### src/rtl/oam_dma_if.sv
// Bus bundle between the OAM DMA engine, the CPU snoop path and the mmu port.
// master: DMA engine side; slave: the system/top-level side.
interface oam_dma_if;
   logic [15:0] iCpuAddr;
   logic        iCpuWe;
   logic [7:0]  iCpuData;
   logic [15:0] oAddr;
   logic        oWe;
   logic [7:0]  oData;
   logic [7:0]  iData;
   logic        oBusy;
   logic        oDone;
   logic [7:0]  oRegData;

   modport master (
      input  iCpuAddr, iCpuWe, iCpuData, iData,
      output oAddr, oWe, oData, oBusy, oDone, oRegData
   );

   modport slave (
      output iCpuAddr, iCpuWe, iCpuData, iData,
      input  oAddr, oWe, oData, oBusy, oDone, oRegData
   );
endinterface

### src/rtl/oam_dma.sv
// OAM DMA engine: a write to 0xFF46 copies 160 bytes from {src,8'h00} to 0xFE00.
// Optional OAM_DMA_READBACK_EN: oRegData returns the last value written to 0xFF46.
module oam_dma (
   input  logic      iClock,
   input  logic      iReset,
   oam_dma_if.master bus
);
   localparam logic [15:0] TrigAddr = 16'hFF46;
   localparam logic [15:0] OamBase  = 16'hFE00;
   localparam logic [7:0]  LastIdx  = 8'h9F;

   typedef enum logic [1:0] {StIdle, StRead, StWrite} state_e;

   state_e     state_q, state_d;
   logic [7:0] src_q, src_d;
   logic [7:0] idx_q, idx_d;
   logic       done_q, done_d;
   logic       trigger;

   assign trigger = bus.iCpuWe && (bus.iCpuAddr == TrigAddr);

   always_ff @(posedge iClock or negedge iReset) begin
      if (!iReset) begin
         state_q <= StIdle;
         src_q   <= 8'h00;
         idx_q   <= 8'h00;
         done_q  <= 1'b0;
      end else begin
         state_q <= state_d;
         src_q   <= src_d;
         idx_q   <= idx_d;
         done_q  <= done_d;
      end
   end

   always_comb begin
      state_d = state_q;
      src_d   = src_q;
      idx_d   = idx_q;
      done_d  = 1'b0;
      unique case (state_q)
         StIdle:  state_d = StIdle;
         StRead:  state_d = StWrite;
         StWrite: begin
            if (idx_q == LastIdx) begin
               state_d = StIdle;
               done_d  = 1'b1;
            end else begin
               idx_d   = idx_q + 8'd1;
               state_d = StRead;
            end
         end
         default: state_d = StIdle;
      endcase
      // A trigger always wins, abandoning any copy in flight without a done pulse.
      if (trigger) begin
         src_d   = bus.iCpuData;
         idx_d   = 8'h00;
         state_d = StRead;
         done_d  = 1'b0;
      end
   end

   always_comb begin
      bus.oAddr = 16'h0000;
      bus.oWe   = 1'b0;
      bus.oData = 8'h00;
      bus.oBusy = 1'b0;
      unique case (state_q)
         StIdle: ;
         StRead: begin
            bus.oAddr = {src_q, idx_q};
            bus.oBusy = 1'b1;
         end
         StWrite: begin
            bus.oAddr = OamBase + {8'h00, idx_q};
            bus.oWe   = 1'b1;
            bus.oData = bus.iData;
            bus.oBusy = 1'b1;
         end
         default: ;
      endcase
   end

   assign bus.oDone = done_q;

`ifdef OAM_DMA_READBACK_EN
   assign bus.oRegData = src_q;
`else
   assign bus.oRegData = 8'hFF;
`endif
endmodule

### src/flat_wrapper.sv
// flat-port wrapper written by rule: the top's interface ports become plain ports
module oam_dma_flat 
  (iClock, iReset, bus_iCpuAddr, bus_iCpuWe, bus_iCpuData, bus_iData, bus_oAddr, bus_oWe, bus_oData, bus_oBusy, bus_oDone, bus_oRegData);
  oam_dma_if bus_i ();
  input  logic iClock;
  input  logic iReset;
  input wire logic [$bits(bus_i.iCpuAddr)-1:0] bus_iCpuAddr;
  input wire logic [$bits(bus_i.iCpuWe)-1:0] bus_iCpuWe;
  input wire logic [$bits(bus_i.iCpuData)-1:0] bus_iCpuData;
  input wire logic [$bits(bus_i.iData)-1:0] bus_iData;
  output wire logic [$bits(bus_i.oAddr)-1:0] bus_oAddr;
  output wire logic [$bits(bus_i.oWe)-1:0] bus_oWe;
  output wire logic [$bits(bus_i.oData)-1:0] bus_oData;
  output wire logic [$bits(bus_i.oBusy)-1:0] bus_oBusy;
  output wire logic [$bits(bus_i.oDone)-1:0] bus_oDone;
  output wire logic [$bits(bus_i.oRegData)-1:0] bus_oRegData;
  assign bus_i.iCpuAddr = bus_iCpuAddr;
  assign bus_i.iCpuWe = bus_iCpuWe;
  assign bus_i.iCpuData = bus_iCpuData;
  assign bus_i.iData = bus_iData;
  assign bus_oAddr = bus_i.oAddr;
  assign bus_oWe = bus_i.oWe;
  assign bus_oData = bus_i.oData;
  assign bus_oBusy = bus_i.oBusy;
  assign bus_oDone = bus_i.oDone;
  assign bus_oRegData = bus_i.oRegData;
  oam_dma u_core (.iClock(iClock), .iReset(iReset), .bus(bus_i));
endmodule
### config.mk
export PLATFORM = sky130hd
export DESIGN_NAME = oam_dma_flat
export DESIGN_NICKNAME = d
export VERILOG_FILES = /design/src/rtl/oam_dma_if.sv /design/src/rtl/oam_dma.sv /design/src/flat_wrapper.sv
export SDC_FILE = /design/constraint.sdc
export NUM_CORES = 1
export LEC_CHECK = 0
export BUFFER_PORTS_ARGS = -buffer_cell sky130_fd_sc_hd__clkbuf_2
export CORE_MARGIN = 4
export CORE_UTILIZATION = 46
export DETAILED_ROUTE_END_ITERATION = 10
export PLACE_DENSITY_LB_ADDON = 0.2
export SYNTH_ARGS = -nofsm -noshare
export SYNTH_HDL_FRONTEND = slang
export SYNTH_SLANG_ARGS = --single-unit
### constraint.sdc
create_clock -name iClock -period 3.3 [get_ports iClock]
set_input_delay 0.33 -clock iClock [delete_from_list [all_inputs] [get_ports iClock]]
set_output_delay 0.33 -clock iClock [all_outputs]
set_load 0.005 [all_outputs]
; ---- After elaboration in Yosys (flattened, before gate mapping)
; Cells that the tools add are included.
[classes]
addsub = 2
mux = 13
n_eq_ne = 5
n_reduce_logical = 4
[op_table]
columns = op, n
row1 = $mux W8, 4
row2 = $pmux W16 S2, 1
row3 = $eq A16 B16 Y1 const B, 1
row4 = $add A10 B9 Y11 const A, 1
row5 = $add A8 B1 Y8 const B, 1
row6 = $eq A8 B8 Y1 const B, 1
row7 = $mux W1, 6
row8 = $pmux W2 S2, 1
row9 = $eq A2 B1 Y1 const B, 1
row10 = $eq A2 B2 Y1 const B, 1
row11 = $mux W2, 1
row12 = $ne A2 B1 Y1 const B, 1
row13 = $reduce_and A2 Y1, 1
row14 = $reduce_bool A2 Y1, 1
row15 = $reduce_or A2 Y1, 1
row16 = $logic_and A1 B1 Y1, 1
[word_totals]
inputBits = 35
out_inout_bits = 35
register_bits = 19
wordCells = 28

; ---- Logic depth before layout (Yosys ltp)
[logic_depth]
ltp_word = 4
mapped_depth = 6
mapped_depth_nobuf = 6

; ---- Worst setup path after synthesis
; OpenSTA, ideal clock, no wires.
[synth_timing]
kind = register to output
start = register u_core.state_q[0]
end = output port bus_oData[4]
arrival_time_ps = 1364
setup_slack_ps = 1606
stages_incl_launch_ff = 6
path_buffers = 2
required_ps = 2970
path_cell_list = dfrtp_1 inv_1 ha_1 buf_1 clkbuf_1 and2_1
[synth_between]
elab_chain_len = 2
[synth_rtl]
columns = item, line_no
row1 = "start, declared", oam_dma.sv:14  ; state_e state_q, state_d;
row2 = "start signal, assigned", oam_dma.sv:24  ; state_q <= StIdle;
row3 = "start signal, assigned", oam_dma.sv:29  ; state_q <= state_d;
row4 = $eq A2 B2 Y1, oam_dma.sv:69  ; unique case (state_q)
row5 = $mux W8, oam_dma.sv:69
row6 = "end, declared", flat_wrapper.sv:13  ; output wire logic [$bits(bus_i.oData)-1:0] bus_oData;
; Every way passes these cells.

; ---- Worst setup path after layout
[layout_timing]
start = register u_core.state_q[1]
end = output port bus_oAddr[1]
[layout_between]
elab_chain_len = 2
word_cells_on_any_way = 3
cone_classes = eq/ne (2) / mux (1)
[layout_rtl]
columns = item, line_no
row1 = $eq A2 B2 Y1 / $eq A2 B1 Y1 (equally long branches), oam_dma.sv:69
row2 = $pmux W16 S2 *, oam_dma.sv:69
row3 = "end, declared", flat_wrapper.sv:11  ; output wire logic [$bits(bus_i.oAddr)-1:0] bus_oAddr;
; Mark *: on every way between the ends. The rest lies on a longest branch, timed or not.

==> impl_metrics.py <==
metrics = {
    "drt": {
        "wl_met3_um": 139,
        "vias_per_cell": 4.93,
        "via_count": 1065,
        "postRouteAntennaNets": 0,
        "wl_met1_mm": 1.10,
        "remaining_drc_errors": 0,
        "first_iter_violations": 21,
        "wl_per_cell_um": 13.0,
        "wl_mm": 2.81,
        "dr.pass1.iters": 4,
        "highest_layer": "met4",
        "routed-wl-met2_mm": 1.53,
    },
    "clock_network": {
        "numCtsBuffers": 3,
        "root_buffer": "clkbuf_4",
        "post_cts_resized": 0,
        "cts.clk_slew.worst_paths_ns": 0.11,
        "clock_latency_ns": 0.31,
        "clock_sinks": 19,
        "cts_tree": "yes",
        "h-tree-depth": 1,
        "max-clock-path-buffers": 2,
        "cts_hold_buffers": 1,
        "post_cts_buffers": 0,
    },
    "logic_synthesis": {
        "ys_async_sr_fraction": 1.00,
        "synth.distinct_cells": 32,
        "synth_top_area_frac": 0.396,
        "synth.area.mux_share": 0.0979,
        "synth_edf_count": 0,
        "yosysWarnings": 0,
        "avgSynthCellArea_sq_um": 9.53,
        "synth-xor-area-share": 0.0219,
        "ys.flop_type": "dfrtp_1",
        "synth_largest_area_cell": "dfrtp_1",
        "yosys_register_bits": 19,
        "synth_area_leaders": "dfrtp_1 40%, and2_1 8.3%, mux2_2 5.6%",
        "ys_seq_area_frac": 0.396,
        "yosys.area_share.simple": 0.254,
        "synthesis.instances": 126,
        "synth_area_sq_um": 1200,
        "synth_compound_area_frac": 0.0948,
        "synth_top_family_by_area": "simple AND/OR/NAND/NOR gates",
        "synthTopCellsByCount": "19 x dfrtp_1, 17 x nor2_1, 16 x and2_1, 9 x a21oi_1, 8 x buf_4",
        "yosysMostFrequentCell": "dfrtp_1",
        "synthAdderAreaFrac": 0.0313,
    },
    "sta": {
        "finalCritPeriodShare": 0.648,
        "worst_pin_slew_ns": 0.697,
        "setup_viol": 0,
        "finalHoldViolations": 0,
        "finalWorstSetupSlack_ns": 1.16,
        "relSlewSlack": 0.535,
        "skew_ns": 0.00401,
        "tns_ns": 0,
        "rsz0062_at_grt": "false",
        "slew_violations": 0,
        "min_period_ns": 2.14,
        "fmax_mhz": 468,
    },
    "setup_path": {
        "r2r_setup_slack_ns": 1.68,
        "critPathMaxFanout": 10,
        "worstSetupPathType": "reg -> out",
        "startpoint_type": "flop",
        "timing.rr.end": "u_core.idx_q[1]$_DFFE_PN0P_",
        "worstPathArrival_ns": 1.81,
        "required_ns": 2.97,
        "ff2ff_path_depth": 5,
        "cp-end-kind": "output pin",
        "rr_startpoint": "u_core.idx_q[0]$_DFFE_PN0P_",
    },
    "power_and_ir_drop": {
        "vdd_drop_max_mv": 0.263,
        "power.leakage_uw": 0.000802,
        "power.density_nw_per_um2": 349,
    },
    "place": {
        "port_buffers": 61,
        "routabilityCongestion": 0.726,
        "dpl_worst_slack_ns": 1.33,
        "placedCellCount": 211,
        "dp_hpwl_mm": 2.15,
    },
    "global_routing": {
        "grt_start_max_net_pins": 23,
        "antenna_found_initial": 0,
        "grt-ovfl-total": 0,
        "grtUsageTotal": 0.179,
        "grt_pass1_wl_mm": 4.75,
        "grt_pass1_vias": 1108,
    },
    "min_path": {
        "hp-class": "in -> reg",
        "hold_depth": 2,
        "whs_endpoint": "u_core.src_q[4]$_DFFE_PN0N_",
        "hp-start": "bus_iCpuData[4]",
    },
    "final_layout": {
        "drive_above_1_share": 0.414,
        "stdcell_count": 216,
        "syn2layout_area_growth_pct": 25.6,
        "antennaDiodeCount": 0,
        "nets": 225,
    },
    "die": {
        "num_io_pins": 70,
        "initial_core_util": 0.485,
        "fp.dieH_um": 59.1,
        "dieArea_sq_um": 3490,
        "die_w_um": 59.1,
        "rows": 18,
        "core_area_sq_um": 2480,
    },
    "flow_run": {
        "cap_violations": 0,
    },
    "status": {
        "status": "complete, no violations",
    },
}
kinds of logic after synthesis:
group / count (synthesis)
fa+ha+maj: 3
buf+inv: 18
compound gates: 16
simple gates: 56
mux: 10
xor+xnor: 3
flops: 19
other cells: 1
state kept, by name (all words and copies together), names as in the netlist:
name              cells
u_core.idx_q          8
u_core.src_q          8
u_core.state_q        2
u_core.bus.oDone      1
cell type report:
type / count / area (sq um)
fill: 241 / 968
multi-input combinational: 96 / 631
sequential: 19 / 475
timing repair buffer: 63 / 323
tap: 30 / 37.5
clock buffer: 3 / 22.5
inverter: 4 / 15.0
clock inverter: 1 / 5.00
metal layers:
metal	vias to the layer above	global-route usage
met2	28	0.328
met4	0	0.0680
met5	-	0
met1	499	0.199
met3	5	0.0392
li1	533	-
layout by cell type (no fill, tap or decap), types with 6 or more instances in the layout:
cell / n
conb_1: 8
mux2_2: 6
a21oi_1: 9
nor2_1: 17
and2_1: 16
clkbuf_2: 61
dfrtp_1: 19
worst max-delay path by stage:
| stage | startpoint | end | slack (ns) | cells after the start |
|---|---|---|---|---|
| CTS | u_core.state_q[1]$_DFF_PN0_ | bus_oAddr[1] | 1.12 | 6 |
| finish | u_core.state_q[1]$_DFF_PN0_ | bus_oAddr[1] | 1.16 | 6 |
| detailed placement | bus_iCpuAddr[4] | u_core.src_q[1]$_DFFE_PN0N_ | 1.33 | 4 |
| global route | u_core.state_q[1]$_DFF_PN0_ | bus_oAddr[1] | 0.90 | 6 |
| floorplan | u_core.state_q[0]$_DFF_PN0_ | bus_oData[4] | 1.61 | 5 |
| global placement | bus_iCpuAddr[4] | u_core.src_q[7]$_DFFE_PN0N_ | 1.41 | 4 |
power breakdown:
part / leakage [uW] / total, uW / internal, uW / switching [uW]
clock: 0.0000177 / 124 / 45.3 / 78.7
sequential: 0.000253 / 309 / 262 / 46.5
combinational: 0.000532 / 93.0 / 45.7 / 47.3
critical path: stages (launching register included):
cell and delay (ns):
dfrtp_1 0.39, inv_1 0.06, ha_1 0.35, nor2_1 0.11, nor2_1 0.30, and2_1 0.18, clkbuf_2 0.11
stage by stage:
stage                     total power, uW  area, sq um  utilization  hold slack (ns)
after floorplan                       366         1230            -           0.0344
after global placement                400         1470        0.594            0.302
after detailed placement              403         1470        0.594            0.309
after CTS                             528         1510        0.609            0.238
after global routing                  561         1510        0.609            0.226
final                                 526         1510        0.609            0.242
(Power assumes the default switching activity.)
